File: src/rtl/fetch_unit.sv
// Instruction-fetch stage: holds the PC, drives a synchronous instruction
// memory and registers the IF/ID boundary with redirect, stall, flush and halt.
module fetch_unit #(
  parameter int              XLEN            = 32,
  parameter logic [XLEN-1:0] RESET_PC        = '0,
  parameter int              IMEM_ADDR_WIDTH = 5,
  parameter int              COUNT_WIDTH     = 32
) (
  input  logic                       clk,
  input  logic                       rst_n,
  input  logic [XLEN-1:0]            PCTargetE,
  input  logic                       PCSrcE,
  input  logic                       StallF,
  input  logic                       StallD,
  input  logic                       FlushD,
  input  logic                       HaltF,
  output logic [IMEM_ADDR_WIDTH-1:0] ImemAddr,
  output logic                       ImemEn,
  input  logic [31:0]                ImemRdata,
  output logic [31:0]                InstrD,
  output logic [XLEN-1:0]            PCD,
  output logic [XLEN-1:0]            PCPlus4D,
  output logic                       ValidD,
  output logic [1:0]                 FaultD,
  output logic [COUNT_WIDTH-1:0]     FetchCount
);

  localparam logic [31:0]     NOP  = 32'h0000_0013;
  localparam logic [XLEN-1:0] FOUR = XLEN'(4);

  typedef enum logic [1:0] {BOOT, RUN, HALT} state_t;

  state_t                 state_reg, state_next;
  logic [XLEN-1:0]        pc_reg, pc_next;
  logic [XLEN-1:0]        pc_plus4;
  logic                   issue;
  logic                   mis, oor;
  logic                   load_valid;
  logic [XLEN-1:0]        pcd_reg, pcp4_reg;
  logic                   valid_reg;
  logic [1:0]             fault_reg;
  logic [COUNT_WIDTH-1:0] count_reg;

  always_ff @(posedge clk or negedge rst_n) begin
    if (!rst_n) state_reg <= BOOT;
    else        state_reg <= state_next;
  end

  always_comb begin
    state_next = state_reg;
    case (state_reg)
      BOOT:    state_next = RUN;
      RUN:     if (HaltF && !PCSrcE) state_next = HALT;
      HALT:    if (PCSrcE) state_next = RUN;
      default: state_next = BOOT;
    endcase
  end

  always_comb begin
    issue  = (state_reg == RUN) && !StallD && !HaltF;
    ImemEn = issue;
  end

  assign pc_plus4   = pc_reg + FOUR;
  assign mis        = |pc_reg[1:0];
  assign oor        = |pc_reg[XLEN-1:IMEM_ADDR_WIDTH+2];
  assign load_valid = issue && !StallF && !PCSrcE && !FlushD;
  assign ImemAddr   = pc_reg[IMEM_ADDR_WIDTH+1:2];

  // Redirect is honoured in every state except BOOT, even during a fetch stall.
  always_comb begin
    pc_next = pc_reg;
    if (PCSrcE && state_reg != BOOT) pc_next = PCTargetE;
    else if (issue && !StallF)       pc_next = pc_plus4;
  end

  always_ff @(posedge clk or negedge rst_n) begin
    if (!rst_n) pc_reg <= RESET_PC;
    else        pc_reg <= pc_next;
  end

  always_ff @(posedge clk or negedge rst_n) begin
    if (!rst_n) begin
      pcd_reg   <= '0;
      pcp4_reg  <= '0;
      fault_reg <= '0;
    end else if (!StallD) begin
      pcd_reg   <= pc_reg;
      pcp4_reg  <= pc_plus4;
      fault_reg <= {oor, mis};
    end
  end

  // FlushD clears the valid bit even while decode is stalled.
  always_ff @(posedge clk or negedge rst_n) begin
    if (!rst_n)                valid_reg <= 1'b0;
    else if (FlushD || !StallD) valid_reg <= load_valid;
  end

  always_ff @(posedge clk or negedge rst_n) begin
    if (!rst_n)          count_reg <= '0;
    else if (load_valid) count_reg <= count_reg + COUNT_WIDTH'(1);
  end

  assign PCD        = pcd_reg;
  assign PCPlus4D   = pcp4_reg;
  assign ValidD     = valid_reg;
  assign FaultD     = fault_reg;
  assign FetchCount = count_reg;
  assign InstrD     = (valid_reg && fault_reg == 2'b00) ? ImemRdata : NOP;

endmodule

File: config.mk
export PLATFORM = sky130hd
export DESIGN_NAME = fetch_unit
export DESIGN_NICKNAME = d
export VERILOG_FILES = /design/src/rtl/fetch_unit.sv
export SDC_FILE = /design/constraint.sdc
export NUM_CORES = 1
export LEC_CHECK = 0
export BUFFER_PORTS_ARGS = -buffer_cell sky130_fd_sc_hd__buf_2
export CELL_PAD_IN_SITES_DETAIL_PLACEMENT = 1
export CELL_PAD_IN_SITES_GLOBAL_PLACEMENT = 2
export CORE_MARGIN = 1.5
export CORE_UTILIZATION = 32
export CTS_BUF_LIST = sky130_fd_sc_hd__clkbuf_8
export CTS_CLUSTER_DIAMETER = 30
export DETAILED_ROUTE_END_ITERATION = 7
export GPL_ROUTABILITY_DRIVEN = 1
export PLACE_DENSITY = 0.94
export SLEW_MARGIN = 25
export SYNTH_ARGS = -nofsm -noshare
export SYNTH_HDL_FRONTEND = slang
export SYNTH_SLANG_ARGS = --single-unit
File: constraint.sdc
create_clock -name clk -period 2.4 [get_ports clk]
set_clock_uncertainty 0.1 [all_clocks]
set_input_delay 0.24 -clock clk [delete_from_list [all_inputs] [get_ports clk]]
set_output_delay 0.24 -clock clk [all_outputs]
set_load 0.05 [all_outputs]
# Word-level counts from Yosys, hierarchy flattened
# Index checks and enable logic that the tools add are counted.
[totals]
wordCells = 40
ram_bits = 0
inputBits = 71
reg_bits = 133
rom_bits = 0
n_memories = 0
out_inout_bits = 137
latchBits = 0
[op_classes]
eq_ne = 4
muxes = 6
n_lt_le_gt_ge = 0
n_shift = 0
div_mod_pow = 0
n_reduce_logical = 21
add_sub_neg = 2
bitwise = 0
mul = 0
[op_table]
columns = ["cell", "count"]
rows = [
  ["$mux W32", 3],
  ["$add A32 B1 Y32 const B", 1],
  ["$add A32 B3 Y32 const B", 1],
  ["$reduce_or A25 Y1", 1],
  ["$logic_and A1 B1 Y1", 8],
  ["$pmux W2 S3", 1],
  ["$logic_not A1 Y1", 5],
  ["$logic_not A2 Y1", 2],
  ["$mux W2", 2],
  ["$ne A2 B2 Y1 const B", 2],
  ["$reduce_bool A2 Y1", 2],
  ["$eq A2 B1 Y1 const B", 1],
  ["$eq A2 B2 Y1 const B", 1],
  ["$reduce_and A2 Y1", 1],
  ["$reduce_or A2 Y1", 1],
  ["$logic_or A1 B1 Y1", 1],
]

# Depth between registers and ports, before layout
# Gate-level depths: netlist of the first run.
[logic_depth]
ltp_word = 6
ltp_mapped = 8
mapped_depth_nobuf = 6

# Worst setup path after synthesis of the first run
# No wires, ideal clock.
[synth_path]
path_kind = "reg2reg"
startpoint = "reg state_reg[1]"
endpoint = "reg count_reg[31] (netlist: FetchCount[31])"
required_time_ns = 2.218
path_stages_with_launch = 9
setup_ns = 0.082
t_arrival_ns = 2.151
setup_slack_ns = 0.068
period_less_slack_ns = 2.332
path_buffers = 2
cell_sequence = "dfrtp_1 > buf_6 > or4b_4 > clkinv_4 > nand2_4 > or3_1 > buf_6 > nor4_4 > xor2_1"
[synth_between]
elab_chain_cells = 6
[synth_lines]
columns = ["item", "line", "text"]
rows = [
  ["start: declaration", "33", "state_t state_reg, state_next;"],
  ["start signal: assignment", "46", "else state_reg <= state_next;"],
  ["$eq A2 B1 Y1", "60", "issue = (state_reg == RUN) && !StallD && !HaltF;"],
  ["$logic_and A1 B1 Y1 (2 in series)", "60", ""],
  ["net ImemEn", "18", "output logic ImemEn,"],
  ["$logic_and A1 B1 Y1 (3 in series)", "67", "assign load_valid = issue && !StallF && !PCSrcE && !FlushD;"],
  ["end signal: assignment", "102", "else if (load_valid) count_reg <= count_reg + COUNT_WIDTH'(1);"],
  ["end: declaration", "42", "logic [COUNT_WIDTH-1:0] count_reg;"],
]
# The timed path passes the listed nets, and every way through them passes these cells.
# A chain may end at the register's enable or synchronous reset.

# Worst setup path in the final report of the first run
[layout_path]
startpoint = "reg state_reg[1]"
endpoint = "reg count_reg[31] (netlist: FetchCount[31])"
[layout_between]
elab_chain_cells = 6
[layout_lines]
columns = ["item", "line"]
rows = [
  ["$eq A2 B1 Y1", "60"],
  ["$logic_and A1 B1 Y1 (2 in series)", "60"],
  ["$logic_and A1 B1 Y1 (3 in series)", "67"],
]
# Every way passes these cells.

==> Flow_metrics.wiki, run 1 <==
{| class="wikitable"
! Metric !! Value
|-
| Net count after synthesis || 699
|-
| XOR/XNOR share of the synthesized area || 0.0890
|-
| Proportion of layout cells with a drive suffix above 1 || 0.361
|-
| Switching part of the total || 0.416
|-
| Asr flop ratio synth || 1.00
|-
| Highest ir drop seen on vdd || 0.456 mV
|-
| Most used flip-flop cell after synthesis || sky130_fd_sc_hd__dfrtp_1
|-
| Multi-input gate area in the final layout || 2850 sq um
|-
| DR pass1 iterations || 4
|-
| DIE AREA || 20800 sq um
|-
| Clock edge transition at the registers on the reported setup and hold paths || 0.08 ns
|-
| Worst reg2reg path endpoint || FetchCount[31]
|-
| Launching point of the worst reg2reg path || state_reg[1]
|-
| Via count of the first global-routing pass || 6003
|-
| Element type at the critical path start || flip-flop
|-
| Wire length of the first global-routing pass || between 30 and 40 mm
|-
| Synth Area in Adders || 0.00391
|-
| Complex-gate fraction of the synthesized area || 0.0955
|-
| Fraction of post-synthesis cell area in the top cell type by area || 0.513
|-
| Maximum clock path buffer count || 2
|-
| Most common cell after layout, fill and taps aside || sky130_fd_sc_hd__buf_2
|-
| Top cells by area, synth || sky130_fd_sc_hd__dfrtp_1, sky130_fd_sc_hd__mux2_2, sky130_fd_sc_hd__nand2_1
|-
| Reg2reg path depth || 6
|-
| Post-layout min period || 2.26 ns
|-
| Portion of the clock cycle consumed by the worst path in the final layout || 0.942
|-
| Outcome || finished, final reports clean
|-
| Final ANT Viol Nets || 0
|-
| Syn-to-layout area delta || 34.9%
|-
| Via count || 5794
|-
| Sequential area share after synthesis || 0.513
|-
| RSZ-0062 raised after global routing || no
|-
| Worst hold stages || 3
|-
| Number of placement rows || 51
|-
| FF-to-FF setup slack || 0.14 ns
|-
| Worst min path class || in -> reg
|-
| Max Fclk || about 0.44 GHz
|-
| Pin count of the biggest net entering global routing || 56
|-
| Die width || about 140 um
|-
| Relative contribution of sequential cells to total power || 0.387
|-
| Count of port buffers added during placement || around 210
|-
| Vert. Die Dim || 144 um
|-
| Initial antenna violation count || 1
|-
| Switching power || 3.25 mW
|-
| Number of sinks on the clock net || 131
|-
| CP Data Required Time || 2.68 ns
|-
| Worst slew margin relative to its limit || 0.600
|-
| Via-to-Cell Ratio || 5.02
|-
| Antenna cell count || 0
|-
| CTS tree || yes
|-
| Most used cells in the layout excluding fill and tap cells || sky130_fd_sc_hd__buf_2, sky130_fd_sc_hd__dfrtp_1, sky130_fd_sc_hd__nand2_1, sky130_fd_sc_hd__o21ai_0, sky130_fd_sc_hd__buf_4
|-
| Number of cells upsized or downsized after cts || 0
|-
| GRT Residual Overflow || 0
|-
| Hold Crit Start || HaltF
|-
| Mux cell area share after synthesis || 0.0626
|-
| Post-Route Hold Slack || 0.0412 ns
|-
| Number of pins with negative max-slew slack in the final report || 0
|-
| Warnings, synthesis || 0
|-
| Clock latency on the worst-skew pair || 0.45 ns
|-
| Number of buffers inserted during clock tree synthesis || 17
|-
| Simple-gate share of the synthesized area || 0.193
|-
| CP Capture Type || flip-flop
|-
| Share of power burned in combinational logic || 0.349
|-
| Data arrival time of the worst path || 2.54 ns
|-
| Internal Pwr Total || 4.56 mW
|-
| Number of ports placed on the die boundary || 208
|-
| Effective utilization at floorplan || 0.328
|-
| Dominant combinational cell family by area after synthesis || simple AND/OR/NAND/NOR gates
|-
| Endpoint with the worst hold slack || state_reg[0]
|-
| CTS Root Buffer Type || sky130_fd_sc_hd__clkbuf_8
|-
| Post-synthesis sequential element count || ~130
|-
| Setup tns final || 0 ns
|-
| Post CTS Setup Buffer Count || 0
|-
| Number of setup violations in the final report || 0
|-
| Total half-perimeter wirelength after legalization and detailed placement || 15.0 mm
|-
| H-tree depth reported by CTS || 4
|-
| Post-synthesis instance total || 626
|-
| Post-DR wirelength/cell || ~18 um
|-
| Number of distinct standard cells referenced by the synthesized netlist || 53
|-
| Last weighted congestion value of the routability-driven placer || 0.809
|-
| Register Area || 3280 sq um
|-
| Detailed Route Iter0 Violations || 233
|-
| Layout Nets || 950
|-
| Detailed-route wire length || 20.7 mm
|-
| Transition time at the pin with the least slew margin || 0.599 ns
|-
| Setup CP Type || reg -> reg
|-
| Remaining design rule violation count || 0
|-
| Power Density || 905 nW/um^2
|-
| Top cell type by total area after synthesis || sky130_fd_sc_hd__dfrtp_1
|-
| Global router's overall resource usage || 0.205
|-
| Core Footprint || between 15000 and 20000 sq um
|-
| Maximum fanout along the worst path || 8
|-
| Total of fill cells in the finished design || 2275
|-
| Syn_area_per_cell || roughly 10 sq um
|-
| Count of flip-flops with a built-in enable after synthesis || 0
|-
| Leakage power || 4.14 nW
|-
| Total Power Consumption || 7.81 mW
|-
| Max-cap violations || 0
|-
| Cell area after technology mapping || 6400 sq um
|-
| Hold Violations, Final || 0
|-
| Clock power frac || 0.263
|}
==> power groups by stage <==
stage / registers, mW / clock network (mW) / logic [mW]
after floorplan: 4.01 / 0 / 0.912
after global placement: 3.05 / 0 / 2.63
after detailed placement: 3.06 / 0 / 2.69
after CTS: 3.03 / 2.11 / 2.75
after global routing: 3.10 / 2.21 / 2.90
final: 3.03 / 2.06 / 2.73
==> what timing repair did <==
action / CTS / global route
hold buffers: 34 / 0
endpoints found under the setup margin: 0 / 0
endpoints found under the hold margin: 163 / 0
==> through the flow <==
stage / util / area, sq um / std cells / worst slack, ns
global placement: 0.402 / 7850 / 1089 / 0.208
CTS: 0.442 / 8630 / 1155 / 0.122
detailed placement: 0.402 / 7850 / 1089 / 0.148
global route: 0.442 / 8630 / 1155 / 0.00805
floorplan: - / 6400 / 626 / 0.0678
finish: 0.442 / 8630 / 1155 / 0.140
==> worst max-delay path by stage <==
stage	from	endpoint	cells past startpoint	slack, ns
2_1_floorplan	state_reg[1]	FetchCount[31]	8	0.07
3_3_place_gp	StallD	FetchCount[31]	7	0.21
3_5_place_dp	state_reg[1]	FetchCount[31]	6	0.15
4_1_cts	pc_reg[12]	pc_reg[23]	5	0.12
5_1_grt	pc_reg[12]	pc_reg[23]	5	0.008
6_report	state_reg[1]	FetchCount[31]	6	0.14
==> cell usage after synthesis, types with 9 or more instances <==
cell type / number
sky130_fd_sc_hd__nand4_1: 20
sky130_fd_sc_hd__nor4_1: 9
sky130_fd_sc_hd__nor2_1: 25
sky130_fd_sc_hd__xor2_1: 32
sky130_fd_sc_hd__dfrtp_1: 131
sky130_fd_sc_hd__and2_1: 30
sky130_fd_sc_hd__inv_1: 13
sky130_fd_sc_hd__nand3_1: 25
sky130_fd_sc_hd__clkbuf_1: 29
sky130_fd_sc_hd__nor3_1: 16
sky130_fd_sc_hd__mux2_2: 32
sky130_fd_sc_hd__a21oi_1: 10
sky130_fd_sc_hd__o21ai_0: 53
sky130_fd_sc_hd__xnor2_1: 33
sky130_fd_sc_hd__nand2_1: 77
==> layer usage <==
layer | up-vias | global-route usage | wire (um)
met1 | 2893 | 0.256 | 8670
met3 | 30 | 0.0358 | 1220
met4 | 2 | 0.0760 | 375
met2 | 183 | 0.356 | 10400
li1 | 2686 | - | -
met5 | - | 0 | 7
==> cell families (layout without fill, tap and decap cells) <==
kind of cell    count (synthesis)  count (layout)
simple gates                  233             233
flops                         131             131
buf+inv                        60             324
xor+xnor                       65              65
mux                            36              36
compound gates                 99              99
fa+ha+maj                       2               2
==> area by class of cell <==
| type | count | area share |
|---|---|---|
| clock buffers | 21 | 0.0335 |
| clock inverters | 11 | 0.0174 |
| inverters | 14 | 0.00667 |
| multi-input cells | 435 | 0.330 |
| flip-flops and latches | 131 | 0.380 |
| well taps | 265 | 0.0384 |
| repair buffers | 278 | 0.194 |
==> worst max-delay path, cell delays in order, from the launching register on <==
cell and delay [ns]:
sky130_fd_sc_hd__dfrtp_1 0.38, sky130_fd_sc_hd__or4b_4 0.58, sky130_fd_sc_hd__clkinv_4 0.08, sky130_fd_sc_hd__nand2_4 0.07
sky130_fd_sc_hd__or3_1 0.54, sky130_fd_sc_hd__nor4_4 0.27, sky130_fd_sc_hd__xor2_1 0.18
Note: power is estimated with default switching activity, not from simulation.
==> inputs of run 2 (changes only) <==
--- a/config.mk
+++ b/config.mk
@@ -8,9 +8,10 @@
 export BUFFER_PORTS_ARGS = -buffer_cell sky130_fd_sc_hd__buf_2
 export CELL_PAD_IN_SITES_DETAIL_PLACEMENT = 1
 export CELL_PAD_IN_SITES_GLOBAL_PLACEMENT = 2
+export CORE_ASPECT_RATIO = 2
 export CORE_MARGIN = 1.5
 export CORE_UTILIZATION = 32
-export CTS_BUF_LIST = sky130_fd_sc_hd__clkbuf_8
+export CTS_BUF_LIST = sky130_fd_sc_hd__clkbuf_4 sky130_fd_sc_hd__clkbuf_8
 export CTS_CLUSTER_DIAMETER = 30
 export DETAILED_ROUTE_END_ITERATION = 7
 export GPL_ROUTABILITY_DRIVEN = 1
==> run 2 against run 1 <==
Compared with the run above:
- core utilization down 0.26 points
- clock power fell by 7%
- combinational power is 3% higher
- power decreased by 1.5%
- die area rose by 0.25%
- final area increased by 0.45%
- register-to-register slack better by 0.04 ns
- sequential cell count unchanged
- setup slack improved by 0.0029 ns
- fmax is 0.13% higher
- highest routed layer is now met4
==> Flow_metrics.wiki, run 2 (synthesized netlist as in run 1, its figures left out) <==
{| class="wikitable"
! Metric !! Value
|-
| Total Power Consumption || 7.70 mW
|-
| Leakage power || 4.16 nW
|-
| Remaining design rule violation count || 0
|-
| Count of port buffers added during placement || 207
|-
| Highest ir drop seen on vdd || 0.416 mV
|-
| Transition time at the pin with the least slew margin || 0.613 ns
|-
| Critical path's slowest cell || sky130_fd_sc_hd__dlygate4sd3_1
|-
| Wire length of the first global-routing pass || 33.6 mm
|-
| CP Data Required Time || ~2.7 ns
|-
| Most common cell after layout, fill and taps aside || sky130_fd_sc_hd__buf_2
|-
| Worst min path class || in -> reg
|-
| WP buf/inv || 3
|-
| Detailed Route Iter0 Violations || approximately 230
|-
| Core Footprint || 19700 sq um
|-
| Number of pins with negative max-slew slack in the final report || 0
|-
| DR pass1 iterations || 5
|-
| Detailed-route wire length || 21.4 mm
|-
| Post-Route Hold Slack || 0.0603 ns
|-
| Last weighted congestion value of the routability-driven placer || 0.840
|-
| Global router's overall resource usage || 0.211
|-
| Proportion of layout cells with a drive suffix above 1 || 0.370
|-
| Element type at the critical path start || input port
|-
| Crit path cell chain || dlygate4sd3_1 > buf_2 > or4b_4 > clkinv_4 > nand2_4 > or3_4 > nor3_1 > xor2_1
|-
| Initial antenna violation count || 2
|-
| Hold Violations, Final || 0
|-
| Worst slew margin relative to its limit || 0.592
|-
| Die width || 103 um
|-
| Power Density || 888 nW/um^2
|-
| Post CTS Setup Buffer Count || 0
|-
| Portion of the clock cycle consumed by the worst path in the final layout || 0.940
|-
| Post-DR wirelength/cell || ~18 um
|-
| Outcome || finished, final reports clean
|-
| Pin count of the biggest net entering global routing || 58
|-
| Vert. Die Dim || 203 um
|-
| RSZ-0062 raised after global routing || no
|-
| Syn-to-layout area delta || 35.5%
|-
| Number of placement rows || 73
|-
| Via-to-Cell Ratio || 4.96
|-
| Critical path's largest stage delay || 0.56 ns
|-
| Final standard cell area without fillers || 8670 sq um
|-
| Maximum fanout along the worst path || 8
|-
| Via count of the first global-routing pass || between 6000 and 7000
|-
| H-tree depth reported by CTS || 4
|-
| Via count || just under 6000
|-
| Number of ports placed on the die boundary || 208
|-
| Post-layout min period || 2.26 ns
|-
| Placed Area || 7920 sq um
|-
| Max-cap violations || 0
|-
| Setup CP Type || in -> reg
|-
| CTS Root Buffer Type || sky130_fd_sc_hd__clkbuf_8
|-
| Max Fclk || 0.443 GHz
|-
| Final ANT Viol Nets || 0
|-
| Data arrival time of the worst path || 2.52 ns
|-
| GRT Residual Overflow || 0
|-
| CTS tree || yes
|-
| Most used cells in the layout excluding fill and tap cells || sky130_fd_sc_hd__buf_2, sky130_fd_sc_hd__dfrtp_1, sky130_fd_sc_hd__nand2_1, sky130_fd_sc_hd__o21ai_0, sky130_fd_sc_hd__buf_4
|-
| DIE AREA || 20900 sq um
|-
| Setup tns final || 0 ns
|-
| Layout Nets || roughly 960
|-
| Total half-perimeter wirelength after legalization and detailed placement || approximately 16 mm
|-
| Clock latency on the worst-skew pair || between 0.4 and 0.5 ns
|-
| CP Capture Type || flip-flop
|-
| Clock edge transition at the registers on the reported setup and hold paths || roughly 0.090 ns
|-
| Family with the most delay on the worst path || simple AND/OR/NAND/NOR gates
|-
| Number of buffers inserted during clock tree synthesis || 17
|-
| Effective utilization at floorplan || 0.324
|-
| Final standard cell utilization of the core || 0.439
|-
| Number of sinks on the clock net || 131
|-
| Number of setup violations in the final report || 0
|-
| Maximum clock path buffer count || 2
|}
## run 2: changes by cell type in the layout (fill, tap and decap cells not counted), moves of 2 or more
cell,before,now
sky130_fd_sc_hd__buf_4,37,45
sky130_fd_sc_hd__or3_4,0,2
sky130_fd_sc_hd__or3_1,3,1
sky130_fd_sc_hd__diode_2,0,2
sky130_fd_sc_hd__clkbuf_8,21,17
sky130_fd_sc_hd__clkinv_4,2,5
## run 2: path summary, 6_finish.rpt
check                               startpoint              to  slack [ns]  depth (start not counted)
min in group asynchronous                rst_n     PCPlus4D[2]        0.22                          2
worst min-delay path                    PCSrcE    state_reg[1]        0.06                          3
max in group asynchronous                rst_n         PCD[16]        1.33                          3
worst max register to register       pc_reg[3]      pc_reg[14]        0.18                          6
worst max-delay path                     HaltF  FetchCount[15]        0.14                          8
worst min register to register  FetchCount[31]  FetchCount[31]        0.37                          1
## run 2: tightest hold or removal path, cell delays in order
cell and delay, ns:
sky130_fd_sc_hd__buf_2 0.12, sky130_fd_sc_hd__buf_4 0.15, sky130_fd_sc_hd__a21oi_1 0.05
## run 2: cell type report
cell class	count	area, sq um
Fill cell	2387	11100
Sequential cell	131	3280
Multi-Input combinational cell	435	2860
Timing Repair Buffer	286	1740
Tap cell	262	328
Clock buffer	18	241
Clock inverter	14	156
Inverter	14	57.6
Antenna cell	2	5.00
## run 2: routing by layer
metal / global-route usage / routed length (um) / part of all wire / vias to the layer above
li1: - / - / - / 2700
met1: 0.223 / 7870 / 0.37 / 2890
met2: 0.396 / 12200 / 0.57 / 141
met3: 0.0262 / 626 / 0.029 / 37
met4: 0.104 / 697 / 0.033 / 0
met5: 0 / 0 / 0 / -
## run 2: metrics by stage
step | instances | setup slack (ns)
2_1_floorplan | 626 | 0.0678
3_3_place_gp | 1094 | 0.181
3_5_place_dp | 1094 | 0.115
4_1_cts | 1160 | 0.0423
5_1_grt | 1162 | 0.0526
6_report | 1162 | 0.143
## run 2: what timing repair did
action | 4_1_cts | 5_1_grt
hold buffers | 34 | 0
setup endpoints to repair | 0 | 5
hold endpoints to repair | 64 | 0
gates resized for setup | 0 | 2
## run 2: power by group
part           internal [mW]  total, mW  leakage (nW)  switching [mW]
combinational          0.809       2.80          2.33            1.99
sequential              2.63       2.99          1.64           0.354
clock                  0.948       1.91         0.190           0.958
==> inputs of run 3 (changes only) <==
--- a/config.mk
+++ b/config.mk
@@ -9,7 +9,6 @@
 export CELL_PAD_IN_SITES_DETAIL_PLACEMENT = 1
 export CELL_PAD_IN_SITES_GLOBAL_PLACEMENT = 2
 export CORE_ASPECT_RATIO = 2
-export CORE_MARGIN = 1.5
 export CORE_UTILIZATION = 32
 export CTS_BUF_LIST = sky130_fd_sc_hd__clkbuf_4 sky130_fd_sc_hd__clkbuf_8
 export CTS_CLUSTER_DIAMETER = 30
==> run 3 against run 2 <==
Compared with the run above:
- sequential cell count is the same
- critical path depth is the same
- die area shrank 1.5%
- via count shrank 1.0%
- core utilization grew 0.53 points
- critical path type unchanged
- critical endpoint is now FetchCount[31]
- largest power group unchanged
- highest routed layer unchanged
==> Flow_metrics.wiki, run 3 (synthesized netlist as in run 1, its figures left out) <==
{| class="wikitable"
! Metric !! Value
|-
| RSZ-0062 raised after global routing || no
|-
| Setup CP Type || in -> reg
|-
| WP buf/inv || 3
|-
| Worst hold stages || 3
|-
| Reg2reg path depth || 6
|-
| Number of setup violations in the final report || 0
|-
| Effective utilization at floorplan || 0.329
|-
| CTS tree || yes
|-
| Global router's overall resource usage || 0.210
|-
| Data arrival time of the worst path || 2.52 ns
|-
| Via count || 5708
|-
| Total of fill cells in the finished design || ~2300
|-
| CP Capture Type || flip-flop
|-
| Crit path cell chain || dlygate4sd3_1 > buf_2 > or4b_4 > clkinv_4 > nand2_4 > or3_4 > nor4_4 > xor2_1
|-
| Final standard cell area without fillers || 8650 sq um
|-
| Last weighted congestion value of the routability-driven placer || 0.797
|-
| CP Data Required Time || 2.66 ns
|-
| DR pass1 iterations || 4
|-
| Leakage power || approximately 4.2 nW
|-
| Detailed Route Iter0 Violations || 256
|-
| Post CTS Setup Buffer Count || 0
|-
| Syn-to-layout area delta || 35.3%
|-
| Number of buffers inserted during clock tree synthesis || 17
|-
| Layout Nets || approximately 950
|-
| Via count of the first global-routing pass || 6002
|-
| Highest ir drop seen on vdd || 0.442 mV
|-
| Initial antenna violation count || 0
|-
| Most used cells in the layout excluding fill and tap cells || sky130_fd_sc_hd__buf_2, sky130_fd_sc_hd__dfrtp_1, sky130_fd_sc_hd__nand2_1, sky130_fd_sc_hd__o21ai_0, sky130_fd_sc_hd__buf_4
|-
| Transition time at the pin with the least slew margin || 0.583 ns
|-
| Number of placement rows || 72
|-
| Max-cap violations || 0
|-
| Clock edge transition at the registers on the reported setup and hold paths || 0.07 ns
|-
| Maximum clock path buffer count || 2
|-
| Total stage count of the critical path || 8
|-
| Proportion of layout cells with a drive suffix above 1 || 0.367
|-
| DIE AREA || just over 20000 sq um
|-
| Post-DR wirelength/cell || about 18 um
|-
| Post-layout min period || 2.26 ns
|-
| Portion of the clock cycle consumed by the worst path in the final layout || 0.941
|-
| Core Footprint || ~19000 sq um
|-
| H-tree depth reported by CTS || 4
|-
| Maximum fanout along the worst path || 8
|-
| Number of sinks on the clock net || roughly 130
|-
| Clock latency on the worst-skew pair || between 0.4 and 0.5 ns
|-
| Critical path's slowest cell || sky130_fd_sc_hd__dlygate4sd3_1
|-
| GRT Residual Overflow || 0
|-
| Placed Area || 7870 sq um
|-
| Vert. Die Dim || 202 um
|-
| Final ANT Viol Nets || 0
|-
| CTS Root Buffer Type || sky130_fd_sc_hd__clkbuf_8
|-
| Element type at the critical path start || input port
|-
| Remaining design rule violation count || 0
|-
| Pin count of the biggest net entering global routing || 95
|-
| Count of port buffers added during placement || 207
|-
| FF-to-FF setup slack || 0.22 ns
|-
| Max Fclk || about 0.44 GHz
|-
| Total Power Consumption || 7.78 mW
|-
| Worst slew margin relative to its limit || 0.611
|-
| Most common cell after layout, fill and taps aside || sky130_fd_sc_hd__buf_2
|-
| Antenna cell count || 0
|-
| Worst min path class || in -> reg
|-
| Wire length of the first global-routing pass || ~33 mm
|-
| Power Density || 900 nW/um^2
|-
| Setup tns final || 0 ns
|-
| Number of pins with negative max-slew slack in the final report || 0
|-
| Outcome || finished, final reports clean
|-
| Critical path's largest stage delay || 0.56 ns
|-
| Family with the most delay on the worst path || simple AND/OR/NAND/NOR gates
|-
| Detailed-route wire length || 21.0 mm
|-
| Total half-perimeter wirelength after legalization and detailed placement || 15.7 mm
|-
| Number of ports placed on the die boundary || around 210
|-
| Die width || 102 um
|-
| Via-to-Cell Ratio || just under 5
|-
| Hold Violations, Final || 0
|}
-- run 3: cell types whose count changed in the layout (fill, tap and decap cells not counted), sizes merged --
cell and delta:
buf -5, bufinv +1, clkinv -2, clkbuf +2, dlygate4sd3 -2, inv -2
diode -2, clkinvlp +1
-- run 3: path summary, 6_finish.rpt --
kind | end | startpoint
min in group asynchronous | FetchCount[6] | rst_n
max in group asynchronous | PCPlus4D[21] | rst_n
max reg2reg | FetchCount[31] | state_reg[1]
max | FetchCount[31] | HaltF
min reg2reg | FetchCount[31] | FetchCount[31]
min | pc_reg[2] | PCTargetE[2]
-- run 3: layer usage --
layer | share of wire | wire [um] | GRT usage | vias up
met5 | 0 | 0 | 0 | -
met4 | 0.031 | 645 | 0.0918 | 0
met3 | 0.027 | 565 | 0.0325 | 36
met2 | 0.57 | 12000 | 0.391 | 131
met1 | 0.37 | 7790 | 0.225 | 2852
li1 | - | - | - | 2689
-- run 3: area by class of cell --
type,instances,area [sq um],share of cell area
tap,259,324,0.0375
inverter,14,57.6,0.00665
timing repair buffer,279,1710,0.198
sequential,131,3280,0.379
clock inverter,12,155,0.0179
multi-input combinational,435,2860,0.330
clock buffer,20,269,0.0311
-- run 3: worst reg2reg max path: stages, from the launching register on --
cell and delay (ns):
sky130_fd_sc_hd__dfrtp_1 0.39, sky130_fd_sc_hd__or4b_4 0.58, sky130_fd_sc_hd__clkinv_4 0.09, sky130_fd_sc_hd__nand2_4 0.08, sky130_fd_sc_hd__or3_4 0.46, sky130_fd_sc_hd__nor4_4 0.23, sky130_fd_sc_hd__xor2_1 0.17
-- run 3: through the flow --
step	std cells	worst slack, ns	util	hold WS (ns)
2_1_floorplan	626	0.0678	-	-0.156
3_3_place_gp	1085	0.181	0.404	0.161
3_5_place_dp	1085	0.133	0.404	0.160
4_1_cts	1149	0.0510	0.443	0.00824
5_1_grt	1150	0.0615	0.445	0.0286
6_report	1150	0.141	0.445	0.0341
-- run 3: report_power, final --
part | switching, mW | internal [mW] | total (mW)
registers | 0.353 | 2.64 | 2.99
clock network | 0.905 | 1.09 | 2.00
logic | 1.99 | 0.805 | 2.80
-- run 3: what timing repair did --
action,CTS,global route
endpoints found under the hold margin,87,0
gates resized for setup,0,2
hold buffers,32,0
endpoints found under the setup margin,0,5
